==> config.mk <==
export PLATFORM = sky130hd
export DESIGN_NAME = mem2apb_bridge_mux
export DESIGN_NICKNAME = d
export VERILOG_FILES = /design/src/rtl/mem2apb_pkg.sv /design/src/rtl/mem2apb_addr_dec.sv /design/src/rtl/mem2apb_bridge_mux.sv
export SDC_FILE = /design/constraint.sdc
export NUM_CORES = 1
export LEC_CHECK = 0
export ABC_CLOCK_PERIOD_IN_PS = 5300
export CORE_AREA = 5 5 191 193
export DETAILED_ROUTE_END_ITERATION = 7
export DIE_AREA = 0 0 196 198
export SYNTH_ARGS = -nofsm -noshare
export SYNTH_HDL_FRONTEND = slang
export SYNTH_SLANG_ARGS = --single-unit
==> constraint.sdc <==
create_clock -name clk_i -period 5.3 [get_ports clk_i]
set_input_delay 0.53 -clock clk_i [delete_from_list [all_inputs] [get_ports clk_i]]
set_output_delay 0.53 -clock clk_i [all_outputs]
set_load 0.02 [all_outputs]
==> src/rtl/mem2apb_pkg.sv <==
// Shared types and constants for the mem->APB4 bridge with address-mapped slave mux.
package mem2apb_pkg;

   typedef enum logic [1:0] {
      IDLE   = 2'b00,
      SETUP  = 2'b01,
      ACCESS = 2'b10,
      RESP   = 2'b11
   } state_e;

   typedef enum logic [1:0] {
      ERR_NONE = 2'b00,
      ERR_DEC  = 2'b01,
      ERR_SLV  = 2'b10,
      ERR_TMO  = 2'b11
   } err_code_e;

   localparam logic [31:0] DEF_ERR_RDATA = 32'hDEAD_BEEF;

endpackage

==> src/rtl/mem2apb_addr_dec.sv <==
// Combinational base/mask address decoder; the lowest-index matching slave wins.
module mem2apb_addr_dec #(
   parameter int unsigned                        SLV_NUM  = 8,
   parameter int unsigned                        ADDR_W   = 32,
   parameter int unsigned                        IDX_W    = 3,
   parameter logic [SLV_NUM-1:0][ADDR_W-1:0]     SLV_BASE = '0,
   parameter logic [SLV_NUM-1:0][ADDR_W-1:0]     SLV_MASK = '0
) (
   input  logic [ADDR_W-1:0]  addr,
   output logic               hit,
   output logic [SLV_NUM-1:0] sel,
   output logic [IDX_W-1:0]   idx
);

   always_comb begin
      hit = 1'b0;
      sel = '0;
      idx = '0;
      for (int unsigned i = 0; i < SLV_NUM; i++) begin
         if (!hit && ((addr & SLV_MASK[i]) == SLV_BASE[i])) begin
            hit    = 1'b1;
            sel[i] = 1'b1;
            idx    = IDX_W'(i);
         end
      end
   end

endmodule

==> src/rtl/mem2apb_bridge_mux.sv <==
// picorv32-style mem request to APB4 bridge over SLV_NUM slaves, with decode-miss,
// PSLVERR and PREADY-timeout error reporting plus sticky error capture.
module mem2apb_bridge_mux
   import mem2apb_pkg::*;
#(
   parameter int unsigned                    SLV_NUM     = 8,
   parameter int unsigned                    ADDR_W      = 32,
   parameter int unsigned                    DATA_W      = 32,
   parameter logic [SLV_NUM-1:0][ADDR_W-1:0] SLV_BASE    = '0,
   parameter logic [SLV_NUM-1:0][ADDR_W-1:0] SLV_MASK    = '0,
   parameter int unsigned                    TIMEOUT_CYC = 255,
   parameter logic [DATA_W-1:0]              ERR_RDATA   = DATA_W'(DEF_ERR_RDATA)
) (
   input  logic                      clk_i,
   input  logic                      rst_i,
   input  logic                      mem_valid_i,
   input  logic [ADDR_W-1:0]         mem_addr_i,
   input  logic [DATA_W-1:0]         mem_wdata_i,
   input  logic [DATA_W/8-1:0]       mem_wstrb_i,
   output logic [DATA_W-1:0]         mem_rdata_o,
   output logic                      mem_ready_o,
   output logic                      mem_err_o,
   output logic [ADDR_W-1:0]         apb_paddr_o,
   output logic [2:0]                apb_pprot_o,
   output logic [SLV_NUM-1:0]        apb_psel_o,
   output logic                      apb_penable_o,
   output logic                      apb_pwrite_o,
   output logic [DATA_W-1:0]         apb_pwdata_o,
   output logic [DATA_W/8-1:0]       apb_pstrb_o,
   input  logic [SLV_NUM-1:0]        apb_pready_i,
   input  logic [SLV_NUM*DATA_W-1:0] apb_prdata_i,
   input  logic [SLV_NUM-1:0]        apb_pslverr_i,
   output logic [1:0]                err_code_o,
   output logic [ADDR_W-1:0]         err_addr_o,
   output logic                      err_irq_o
);

   localparam int unsigned IDX_W  = (SLV_NUM > 1) ? $clog2(SLV_NUM) : 1;
   localparam int unsigned TMO_W  = (TIMEOUT_CYC > 0) ? $clog2(TIMEOUT_CYC + 1) : 1;
   localparam int unsigned STRB_W = DATA_W / 8;

   state_e              state_q, state_d;
   logic [SLV_NUM-1:0]  sel_q, sel_d;
   logic [IDX_W-1:0]    idx_q, idx_d;
   logic [ADDR_W-1:0]   paddr_q, paddr_d;
   logic [DATA_W-1:0]   pwdata_q, pwdata_d;
   logic [STRB_W-1:0]   pstrb_q, pstrb_d;
   logic                pwrite_q, pwrite_d;
   logic [DATA_W-1:0]   rdata_q, rdata_d;
   logic                err_q, err_d;
   logic [TMO_W-1:0]    tmo_q, tmo_d;
   err_code_e           err_code_q, err_code_d;
   logic [ADDR_W-1:0]   err_addr_q, err_addr_d;

   logic                dec_hit;
   logic [SLV_NUM-1:0]  dec_sel;
   logic [IDX_W-1:0]    dec_idx;
   logic                slv_ready;
   logic                slv_err;
   logic [DATA_W-1:0]   slv_rdata;

   mem2apb_addr_dec #(
      .SLV_NUM  (SLV_NUM),
      .ADDR_W   (ADDR_W),
      .IDX_W    (IDX_W),
      .SLV_BASE (SLV_BASE),
      .SLV_MASK (SLV_MASK)
   ) u_addr_dec (
      .addr (mem_addr_i),
      .hit  (dec_hit),
      .sel  (dec_sel),
      .idx  (dec_idx)
   );

   // Only the selected slave's handshake is observed; others may drive anything.
   assign slv_ready = |(apb_pready_i & sel_q);
   assign slv_err   = |(apb_pslverr_i & sel_q);

   always_comb begin
      slv_rdata = '0;
      for (int unsigned i = 0; i < SLV_NUM; i++) begin
         if (idx_q == IDX_W'(i)) slv_rdata = apb_prdata_i[i*DATA_W +: DATA_W];
      end
   end

   always_comb begin
      state_d    = state_q;
      sel_d      = sel_q;
      idx_d      = idx_q;
      paddr_d    = paddr_q;
      pwdata_d   = pwdata_q;
      pstrb_d    = pstrb_q;
      pwrite_d   = pwrite_q;
      rdata_d    = rdata_q;
      err_d      = err_q;
      tmo_d      = tmo_q;
      err_code_d = err_code_q;
      err_addr_d = err_addr_q;
      case (state_q)
         IDLE: begin
            tmo_d = '0;
            if (mem_valid_i) begin
               if (dec_hit) begin
                  sel_d    = dec_sel;
                  idx_d    = dec_idx;
                  paddr_d  = mem_addr_i;
                  pwdata_d = mem_wdata_i;
                  pstrb_d  = mem_wstrb_i;
                  pwrite_d = |mem_wstrb_i;
                  state_d  = SETUP;
               end else begin
                  err_d      = 1'b1;
                  rdata_d    = ERR_RDATA;
                  err_code_d = ERR_DEC;
                  err_addr_d = mem_addr_i;
                  state_d    = RESP;
               end
            end
         end
         SETUP: begin
            tmo_d   = '0;
            state_d = ACCESS;
         end
         ACCESS: begin
            if (slv_ready) begin
               state_d = RESP;
               if (slv_err) begin
                  err_d      = 1'b1;
                  rdata_d    = ERR_RDATA;
                  err_code_d = ERR_SLV;
                  err_addr_d = paddr_q;
               end else begin
                  err_d   = 1'b0;
                  rdata_d = pwrite_q ? '0 : slv_rdata;
               end
            end else if (TIMEOUT_CYC > 0) begin
               // tmo_q counts completed wait cycles, so the current cycle is tmo_q+1.
               if (tmo_q == TMO_W'(TIMEOUT_CYC - 1)) begin
                  err_d      = 1'b1;
                  rdata_d    = ERR_RDATA;
                  err_code_d = ERR_TMO;
                  err_addr_d = paddr_q;
                  state_d    = RESP;
               end else begin
                  tmo_d = tmo_q + TMO_W'(1);
               end
            end
         end
         RESP: begin
            state_d = IDLE;
         end
         default: state_d = IDLE;
      endcase
   end

   always_ff @(posedge clk_i) begin
      if (rst_i) begin
         state_q    <= IDLE;
         sel_q      <= '0;
         idx_q      <= '0;
         paddr_q    <= '0;
         pwdata_q   <= '0;
         pstrb_q    <= '0;
         pwrite_q   <= 1'b0;
         rdata_q    <= '0;
         err_q      <= 1'b0;
         tmo_q      <= '0;
         err_code_q <= ERR_NONE;
         err_addr_q <= '0;
      end else begin
         state_q    <= state_d;
         sel_q      <= sel_d;
         idx_q      <= idx_d;
         paddr_q    <= paddr_d;
         pwdata_q   <= pwdata_d;
         pstrb_q    <= pstrb_d;
         pwrite_q   <= pwrite_d;
         rdata_q    <= rdata_d;
         err_q      <= err_d;
         tmo_q      <= tmo_d;
         err_code_q <= err_code_d;
         err_addr_q <= err_addr_d;
      end
   end

   assign mem_ready_o   = (state_q == RESP);
   assign mem_err_o     = (state_q == RESP) && err_q;
   assign mem_rdata_o   = (state_q == RESP) ? rdata_q : '0;
   assign err_irq_o     = (state_q == RESP) && err_q;
   assign apb_psel_o    = ((state_q == SETUP) || (state_q == ACCESS)) ? sel_q : '0;
   assign apb_penable_o = (state_q == ACCESS);
   assign apb_paddr_o   = paddr_q;
   assign apb_pwdata_o  = pwdata_q;
   assign apb_pstrb_o   = pstrb_q;
   assign apb_pwrite_o  = pwrite_q;
   assign apb_pprot_o   = 3'b000;
   assign err_code_o    = err_code_q;
   assign err_addr_o    = err_addr_q;

endmodule

==> impl_metrics.py, run 1 <==
metrics = {
    "status": {
        "status": "finished, final reports clean",
    },
    "global_route": {
        "grtUsageTotal_pct": 10.9,
        "grt_pass1_wl_mm": 32.7,
        "grt_start_max_net_pins": 83,
        "grt_pass1_vias": 5626,
        "antenna_found_initial": 1,
        "grt_overflow_total": 0,
    },
    "clock_tree": {
        "clock_latency_ns": 0.44,
        "htreeDepth": 4,
        "post_cts_buffers": 0,
        "ctsHoldBuffers": 0,
        "cts.path.max_buffers": 2,
        "cts_root_buffer": "clkbuf_16",
        "clock_sinks": 147,
        "path_clk_slew_ns": 0.07,
        "post_cts_resized": 0,
        "cts_made_buffers": 17,
        "cts_tree": "done",
    },
    "power": {
        "total_leakage_power_nw": 3.22,
        "p_per_area_mw_per_mm2": 367,
        "total_power_mw": 3.40,
        "ir_drop_mv": 0.225,
    },
    "synthesis": {
        "synthDistinctLibCells": 40,
        "synth.top_cells.by_area": "dfxtp_1 (50%), nand2_1 (15%), a21oi_1 (11%)",
        "synth-seq-cells": 147,
        "yosysMostFrequentCell": "nand2_1",
        "async_flop_share_pct": 0,
        "yosysSeqAreaShare_pct": 50.4,
        "synth_commonest_cells": "nand2_1 (226), dfxtp_1 (147), a21oi_1 (130)",
        "synth_top_area_share_pct": 50.4,
        "synth_largest_area_cell": "dfxtp_1",
        "syn_avg_cell_area_um2": 8.06,
        "synth-edff-count": 0,
        "synth.cell_area_mm2": 0.00584,
        "synth-main-ff-cell": "dfxtp_1",
        "synth_warnings": 0,
        "synthCells": 725,
    },
    "run": {
        "cap_viol_max_count": 0,
    },
    "floorplanning": {
        "rows": 68,
        "die_area_mm2": 0.0388,
        "die_w_um": 196,
        "initial_core_util_pct": 17.0,
        "coreArea_mm2": 0.0344,
        "dieHeight_um": 198,
        "boundaryPins": 493,
    },
    "detailed_routing": {
        "viasPerCell": 4.03,
        "first_pass_iters": 4,
        "drtAntennaViolNets": 0,
        "routed_wl_mm": 21.7,
        "vias": 5691,
        "drt-initial-drc-count": 173,
        "drc": 0,
        "wl_per_cell_um": 15.4,
    },
    "sta": {
        "fmax_ghz": 0.309,
        "fin_crit_sh_pct": 61.1,
        "hold_violations": 0,
        "drv_slew": 0,
        "finalSetupViolCount": 0,
        "tightest_slew_ns": 1.21,
        "min_period_ns": 3.24,
        "finalSetupTns_ns": 0,
        "rsz0062_at_grt": "false",
        "maxSlewHeadroom_pct": 19.4,
        "finClkSkew_ns": 0.0138,
    },
    "setup_path": {
        "worstPathCellList": "ha_1 > and2_1 > clkdlybuf4s50_1",
        "path_max_fanout": 34,
        "crit_arrival_ns": 2.71,
        "endpoint_kind": "output port",
        "path_class": "reg -> out",
        "start_kind": "register",
        "cp_top_family": "adder cells",
        "max_stage_delay_ns": 0.86,
        "cp_slowest_cell": "ha_1",
        "critPathBufInv": 1,
        "required_ns": 4.77,
    },
    "cells_and_area": {
        "multi_input_area_mm2": 0.00263,
        "area.growth.synth_to_final_pct": 58.6,
        "drive_above_1_share_pct": 5.44,
        "nFillCells": 3703,
        "fin_nets": 1293,
        "seqCellArea_mm2": 0.00294,
    },
    "place": {
        "hpwl_mm": 15.3,
        "io_buffers": 244,
        "routabilityCongestion": 0.730,
    },
    "min_path": {
        "hold_class": "reg -> reg",
    },
}
layer usage:
metal | global-route usage (%) | wire (um) | vias to the layer above
li1 | - | - | 2827
met2 | 16.5 | 9390 | 218
met4 | 3.10 | 256 | 0
met5 | 0 | 0 | -
met3 | 5.62 | 2490 | 15
met1 | 13.5 | 9570 | 2631
where the power goes:
| part | switching, mW | internal (mW) | leakage, nW |
|---|---|---|---|
| logic | 0.514 | 0.354 | 1.74 |
| clock network | 0.548 | 0.708 | 0.289 |
| registers | 0.0646 | 1.21 | 1.19 |
placed cells by master (no fill, tap or decap), types with 2 or more instances in the layout:
cell type,n
clkdlybuf4s50_1,243
nand2_1,225
dfxtp_1,147
a21oi_1,130
and2_1,34
nand2b_1,25
a211oi_1,24
clkbuf_16,17
conb_1,10
mux2i_1,9
nor2_1,9
buf_4,9
ha_1,7
inv_1,6
nand3_1,5
o21ai_0,4
clkinv_4,4
inv_6,4
and3_1,3
or3_1,3
nand2_2,2
nand4_1,2
o21ai_1,2
o21a_1,2
o32ai_1,2
and4_1,2
a31o_2,2
clkinvlp_4,2
bufinv_16,2
inv_8,2
worst paths after layout:
path | from | endpoint | slack [ns] | depth (start not counted)
hold / removal | rdata_q[17] | rdata_q[17] | 0.45 | 2
hold reg to reg | rdata_q[17] | rdata_q[17] | 0.45 | 2
setup / recovery | state_q[1] | mem_rdata_o[9] | 2.06 | 3
setup reg to reg | state_q[0] | err_addr_o[7] | 2.84 | 6
cells by family after synthesis:
group,share of synthesized area (%)
other cells,0.0642
mux,1.54
compound gates,17.1
simple gates,23.9
fa+ha+maj,1.50
flops,50.4
buf+inv,5.57
tightest hold or removal path, delay by kind of cell, from the launching register on:
family           cells  cell delay (ns)
muxes                1             0.05
and+or+nand+nor      1             0.05
DFF                  1             0.31
cell type report:
cell class | count | area share (%)
clock inverter | 15 | 1.86
antenna | 1 | 0.0270
clock buffer | 17 | 4.59
inverter | 7 | 0.283
timing repair buffer | 252 | 27.0
multi-input combinational | 518 | 28.4
tap | 455 | 6.14
sequential | 147 | 31.7
through the flow:
step	instance area, um^2	hold slack, ns	cells	setup slack, ns	utilization (%)
2_1_floorplan	5880	0.433	734	3.39	-
3_3_place_gp	8670	0.441	1379	2.47	25.2
3_5_place_dp	8670	0.447	1379	2.47	25.2
4_1_cts	9270	0.456	1411	1.98	27.0
5_1_grt	9270	0.470	1411	1.84	27.0
6_report	9270	0.453	1412	2.06	27.0
sequential cells by signal (all words and copies together), names as in the netlist:
register,cells
err_code_o,2
tmo_q,8
apb_paddr_o,32
err_addr_o,32
apb_pstrb_o,4
sel_q,1
rdata_q,32
apb_pwrite_o,1
apb_pwdata_o,32
state_q,2
err_q,1
Note: power is estimated with default switching activity, not from simulation.
==> run 2: changes to the inputs <==
--- a/config.mk
+++ b/config.mk
@@ -5,10 +5,10 @@
 export SDC_FILE = /design/constraint.sdc
 export NUM_CORES = 1
 export LEC_CHECK = 0
-export ABC_CLOCK_PERIOD_IN_PS = 5300
-export CORE_AREA = 5 5 191 193
+export ABC_CLOCK_PERIOD_IN_PS = 2900
+export CORE_AREA = 5 5 186 188
 export DETAILED_ROUTE_END_ITERATION = 7
-export DIE_AREA = 0 0 196 198
+export DIE_AREA = 0 0 191 193
 export SYNTH_ARGS = -nofsm -noshare
 export SYNTH_HDL_FRONTEND = slang
 export SYNTH_SLANG_ARGS = --single-unit
==> constraint.sdc (replaced) <==
create_clock -name clk_i -period 2.9 [get_ports clk_i]
set_input_delay 0.29 -clock clk_i [delete_from_list [all_inputs] [get_ports clk_i]]
set_output_delay 0.29 -clock clk_i [all_outputs]
set_load 0.02 [all_outputs]
==> run 2 against run 1 <==
  * Wire length down 3.8%
  * Non-clock buffer count grew 6
  * Sequential power up 82%
  * Die area is 5.0% lower
  * Via count down 1.5%
  * Clock skew shrank 0.0016 ns
  * Global-route usage is 0.061 points higher
  * Power is 78% higher
  * Sequential share of layout area shrank 0.060 points
==> impl_metrics.py, run 2 (synthesized netlist as in run 1, its figures left out) <==
metrics = {
    "status": {
        "status": "finished, final reports clean",
    },
    "sta": {
        "drv_slew": 0,
        "rsz0062_at_grt": "false",
        "maxSlewHeadroom_pct": 51.8,
        "hold_violations": 0,
        "fin_ws_ns": 0.426,
        "finalSetupViolCount": 0,
        "hold_ws_ns": 0.342,
        "fmax_ghz": 0.404,
        "min_period_ns": 2.47,
        "fin_crit_sh_pct": 85.3,
        "finClkSkew_ns": 0.0121,
        "finalSetupTns_ns": 0,
        "tightest_slew_ns": 0.717,
    },
    "floorplanning": {
        "rows": 67,
        "die_w_um": 191,
        "dieHeight_um": 193,
        "boundaryPins": 493,
        "coreArea_mm2": 0.0329,
        "initial_core_util_pct": 17.7,
        "die_area_mm2": 0.0369,
    },
    "power": {
        "total_leakage_power_nw": 3.23,
        "p_per_area_mw_per_mm2": 651,
        "ir_drop_mv": 0.378,
    },
    "setup_path": {
        "start_kind": "register",
        "path_class": "reg -> out",
        "crit_arrival_ns": 2.18,
        "worstPathCellList": "ha_1 > buf_4 > and2_1 > clkdlybuf4s50_1",
        "cp_top_family": "buffers and inverters",
        "cp_slowest_cell": "clkdlybuf4s50_1",
        "max_stage_delay_ns": 0.70,
        "path_max_fanout": 34,
        "endpoint_kind": "output port",
        "required_ns": 2.61,
        "critPathBufInv": 2,
    },
    "cells_and_area": {
        "final_area_mm2": 0.00929,
        "final_cell_mix": "clkdlybuf4s50_1 (243), nand2_1 (225), dfxtp_1 (147)",
        "multi_input_area_mm2": 0.00263,
        "area.growth.synth_to_final_pct": 58.9,
        "fin_nets": 1299,
        "final_common_cell": "clkdlybuf4s50_1",
        "antenna_cells": 0,
        "drive_above_1_share_pct": 5.93,
        "seqCellArea_mm2": 0.00294,
        "nFillCells": 3520,
        "fin_util_pct": 28.2,
    },
    "clock_tree": {
        "cts.path.max_buffers": 2,
        "post_cts_resized": 0,
        "htreeDepth": 4,
        "clock_latency_ns": 0.43,
        "path_clk_slew_ns": 0.07,
        "post_cts_buffers": 0,
        "cts_made_buffers": 17,
        "ctsHoldBuffers": 0,
        "cts_root_buffer": "clkbuf_16",
        "cts_tree": "done",
        "clock_sinks": 147,
    },
    "global_route": {
        "grt_pass1_wl_mm": 31.4,
        "grtUsageTotal_pct": 10.9,
        "antenna_found_initial": 0,
        "grt_overflow_total": 0,
        "grt_pass1_vias": 5605,
        "grt_start_max_net_pins": 89,
    },
    "detailed_routing": {
        "vias": 5605,
        "viasPerCell": 3.98,
        "drc": 0,
        "drt-initial-drc-count": 226,
        "wl_met1_mm": 9.22,
        "top_layer": "met4",
        "routed_wl_mm": 20.9,
        "route.met3.wl_mm": 2.42,
        "met2_length_mm": 8.95,
        "drtAntennaViolNets": 0,
        "wl_per_cell_um": 14.8,
        "first_pass_iters": 5,
    },
    "place": {
        "routabilityCongestion": 0.749,
        "hpwl_mm": 14.7,
        "placed_area_mm2": 0.00874,
        "place_ws_ns": 0.706,
        "io_buffers": 244,
    },
    "min_path": {
        "hold_class": "in -> reg",
    },
    "run": {
        "cap_viol_max_count": 0,
    },
}
==> run 2: cell count changes in the layout (fill, tap and decap cells not counted) <==
cell and delta:
buf_12 +3, buf_4 +3, bufinv_16 -2, clkinv_2 -1, clkinv_4 -2, clkinvlp_4 +3, diode_2 -1, inv_6 +2
inv_8 -1
==> run 2: path summary, 6_finish.rpt <==
| check | slack, ns | depth (start not counted) | start | end |
|---|---|---|---|---|
| setup / recovery | 0.43 | 4 | state_q[1] | mem_rdata_o[9] |
| hold / removal | 0.34 | 2 | rst_i | err_code_o[0] |
| setup reg to reg | 0.75 | 7 | state_q[0] | err_addr_o[8] |
| hold reg to reg | 0.45 | 2 | apb_pwdata_o[12] | apb_pwdata_o[12] |
==> run 2: area by class of cell <==
| class | instances | area share [%] |
|---|---|---|
| inverter | 7 | 0.283 |
| clock inverter | 14 | 1.28 |
| clock buffer | 17 | 4.58 |
| timing repair buffer | 258 | 27.8 |
| tap | 448 | 6.04 |
| multi-input combinational | 518 | 28.3 |
| sequential | 147 | 31.7 |
==> run 2: per-stage QoR <==
stage               instances  power, mW
finish                   1409       6.04
global route             1409       6.39
CTS                      1409       6.15
detailed placement       1378       4.00
global placement         1378       3.99
floorplan                 734       3.25
==> run 2: layer usage <==
layer,vias up,GRT usage (%)
met5,-,0
met4,0,3.18
met3,16,5.44
met2,219,16.9
met1,2541,13.5
li1,2829,-
==> run 2: where the power goes <==
group          total (mW)  internal, mW  switching (mW)  leakage [nW]
combinational        1.60         0.678           0.926          1.79
clock                2.11          1.11           0.991         0.252
sequential           2.33          2.21           0.121          1.19
total                6.04          4.00            2.04          3.23
==> run 3: changes to the inputs <==
--- a/config.mk
+++ b/config.mk
@@ -6,9 +6,9 @@
 export NUM_CORES = 1
 export LEC_CHECK = 0
 export ABC_CLOCK_PERIOD_IN_PS = 2900
-export CORE_AREA = 5 5 186 188
+export CORE_AREA = 2 2 194 196
 export DETAILED_ROUTE_END_ITERATION = 7
-export DIE_AREA = 0 0 191 193
+export DIE_AREA = 0 0 196 198
 export SYNTH_ARGS = -nofsm -noshare
 export SYNTH_HDL_FRONTEND = slang
 export SYNTH_SLANG_ARGS = --single-unit
==> run 3 against run 2 <==
  * Sequential share of layout area down 0.15 points
  * Sequential cell count unchanged
  * Global-route usage shrank 0.16 points
  * Clock skew increased by 0.0017 ns
  * Cell count rose by 2.2%
  * Via count rose by 2.0%
  * Count of clock-buffer cells in the layout grew 3
==> impl_metrics.py, run 3 (synthesized netlist as in run 1, its figures left out) <==
metrics = {
    "status": {
        "status": "finished, final reports clean",
    },
    "detailed_routing": {
        "first_pass_iters": 4,
        "drt-initial-drc-count": 234,
        "viasPerCell": 3.97,
        "routed_wl_mm": 20.9,
        "drc": 0,
        "vias": 5718,
        "wl_per_cell_um": 14.5,
        "drtAntennaViolNets": 0,
    },
    "setup_path": {
        "ff2ff_setup_slack_ns": 0.53,
        "path_max_fanout": 34,
        "critPathLaunch": "state_q[1]",
        "r2r_cells": 7,
        "start_kind": "register",
        "crit_arrival_ns": 2.18,
        "cp-endpoint": "mem_rdata_o[10]",
        "required_ns": 2.61,
        "timing.rr.end": "err_addr_o[21]",
        "worstReg2RegStart": "state_q[0]",
        "endpoint_kind": "output port",
        "path_class": "reg -> out",
    },
    "sta": {
        "fin_ws_ns": 0.430,
        "min_period_ns": 2.47,
        "tightest_slew_ns": 0.902,
        "rsz0062_at_grt": "false",
        "drv_slew": 0,
        "finalSetupTns_ns": 0,
        "fin_crit_sh_pct": 85.2,
        "maxSlewHeadroom_pct": 39.8,
        "finClkSkew_ns": 0.0138,
        "fmax_ghz": 0.405,
        "finalSetupViolCount": 0,
        "hold_violations": 0,
    },
    "run": {
        "cap_viol_max_count": 0,
    },
    "clock_tree": {
        "path_clk_slew_ns": 0.07,
        "ctsHoldBuffers": 0,
        "clock_latency_ns": 0.43,
        "cts_made_buffers": 17,
        "clock_sinks": 147,
        "htreeDepth": 4,
        "cts_root_buffer": "clkbuf_16",
        "cts.path.max_buffers": 2,
        "cts_tree": "done",
        "post_cts_resized": 0,
        "post_cts_buffers": 0,
    },
    "cells_and_area": {
        "fin_nets": 1302,
        "final_cell_mix": "clkdlybuf4s50_1 (243), nand2_1 (225), dfxtp_1 (147)",
        "nFillCells": 4031,
        "drive_above_1_share_pct": 6.11,
        "area.growth.synth_to_final_pct": 59.7,
        "fin_util_pct": 25.2,
        "final_area_mm2": 0.00933,
        "final_common_cell": "clkdlybuf4s50_1",
    },
    "power": {
        "p_per_area_mw_per_mm2": 659,
        "ir_drop_mv": 0.421,
        "total_leakage_power_nw": 3.25,
        "total_power_mw": 6.15,
    },
    "floorplanning": {
        "rows": 71,
        "dieHeight_um": 198,
        "die_area_mm2": 0.0388,
        "boundaryPins": 493,
        "coreArea_mm2": 0.0370,
        "initial_core_util_pct": 15.8,
        "die_w_um": 196,
    },
    "place": {
        "place_ws_ns": 0.568,
        "io_buffers": 244,
        "placed_area_mm2": 0.00876,
        "hpwl_mm": 14.7,
        "routabilityCongestion": 0.733,
    },
    "min_path": {
        "min_path_cells": 3,
        "hold_class": "in -> reg",
    },
    "global_route": {
        "grt_pass1_vias": 5509,
        "grt_pass1_wl_mm": 32.0,
        "grt_start_max_net_pins": 74,
        "grtUsageTotal_pct": 10.8,
        "antenna_found_initial": 2,
        "grt_overflow_total": 0,
    },
}
run 3: changes by cell type in the layout (fill, tap and decap cells not counted), sizes merged:
cell      before  now
diode          0    1
bufinv         0    1
clkbuf        17   20
inv           14   13
clkinvlp       5    3
buf           15   18
run 3: how the worst min path moves through the flow:
stage	startpoint	endpoint	slack [ns]
final	mem_addr_i[2]	apb_paddr_o[2]	0.41
after global routing	mem_addr_i[22]	apb_paddr_o[22]	0.39
after CTS	mem_addr_i[2]	apb_paddr_o[2]	0.38
after global placement	rdata_q[24]	rdata_q[24]	0.44
after floorplan	mem_wstrb_i[0]	apb_pstrb_o[0]	0.43
after detailed placement	err_addr_o[22]	err_addr_o[22]	0.45
run 3: metrics by stage:
| step | instances | hold WS, ns |
|---|---|---|
| final | 1440 | 0.407 |
| after global routing | 1439 | 0.386 |
| after CTS | 1439 | 0.379 |
| after detailed placement | 1407 | 0.446 |
| after global placement | 1407 | 0.441 |
| after floorplan | 734 | 0.426 |
run 3: routing by layer:
| layer | track usage (%) | vias to the layer above | part of all wire [%] |
|---|---|---|---|
| met4 | 3.59 | 2 | 1.7 |
| met5 | 0 | - | 0.062 |
| met2 | 15.9 | 224 | 42 |
| met3 | 4.58 | 21 | 9.6 |
| li1 | - | 2847 | - |
| met1 | 14.1 | 2624 | 47 |
run 3: power breakdown:
part	internal (mW)	total [mW]	switching, mW
clock	1.22	2.18	0.960
combinational	0.678	1.62	0.942
sequential	2.21	2.35	0.134
total	4.11	6.15	2.04
run 3: worst max-delay path, stage by stage (launching register included):
cell and delay [ns]:
dfxtp_1 0.41, ha_1 0.17, buf_4 0.28, and2_1 0.25, clkdlybuf4s50_1 0.64
run 3: layout make-up:
cell class	instances	area, um^2	share of cell area (%)
clock inverter	12	121	1.30
inverter	7	26.3	0.282
clock buffer	20	447	4.79
antenna	1	2.50	0.0268
tap	474	593	6.36
multi-input combinational	518	2630	28.2
timing repair buffer	261	2570	27.5
sequential	147	2940	31.5
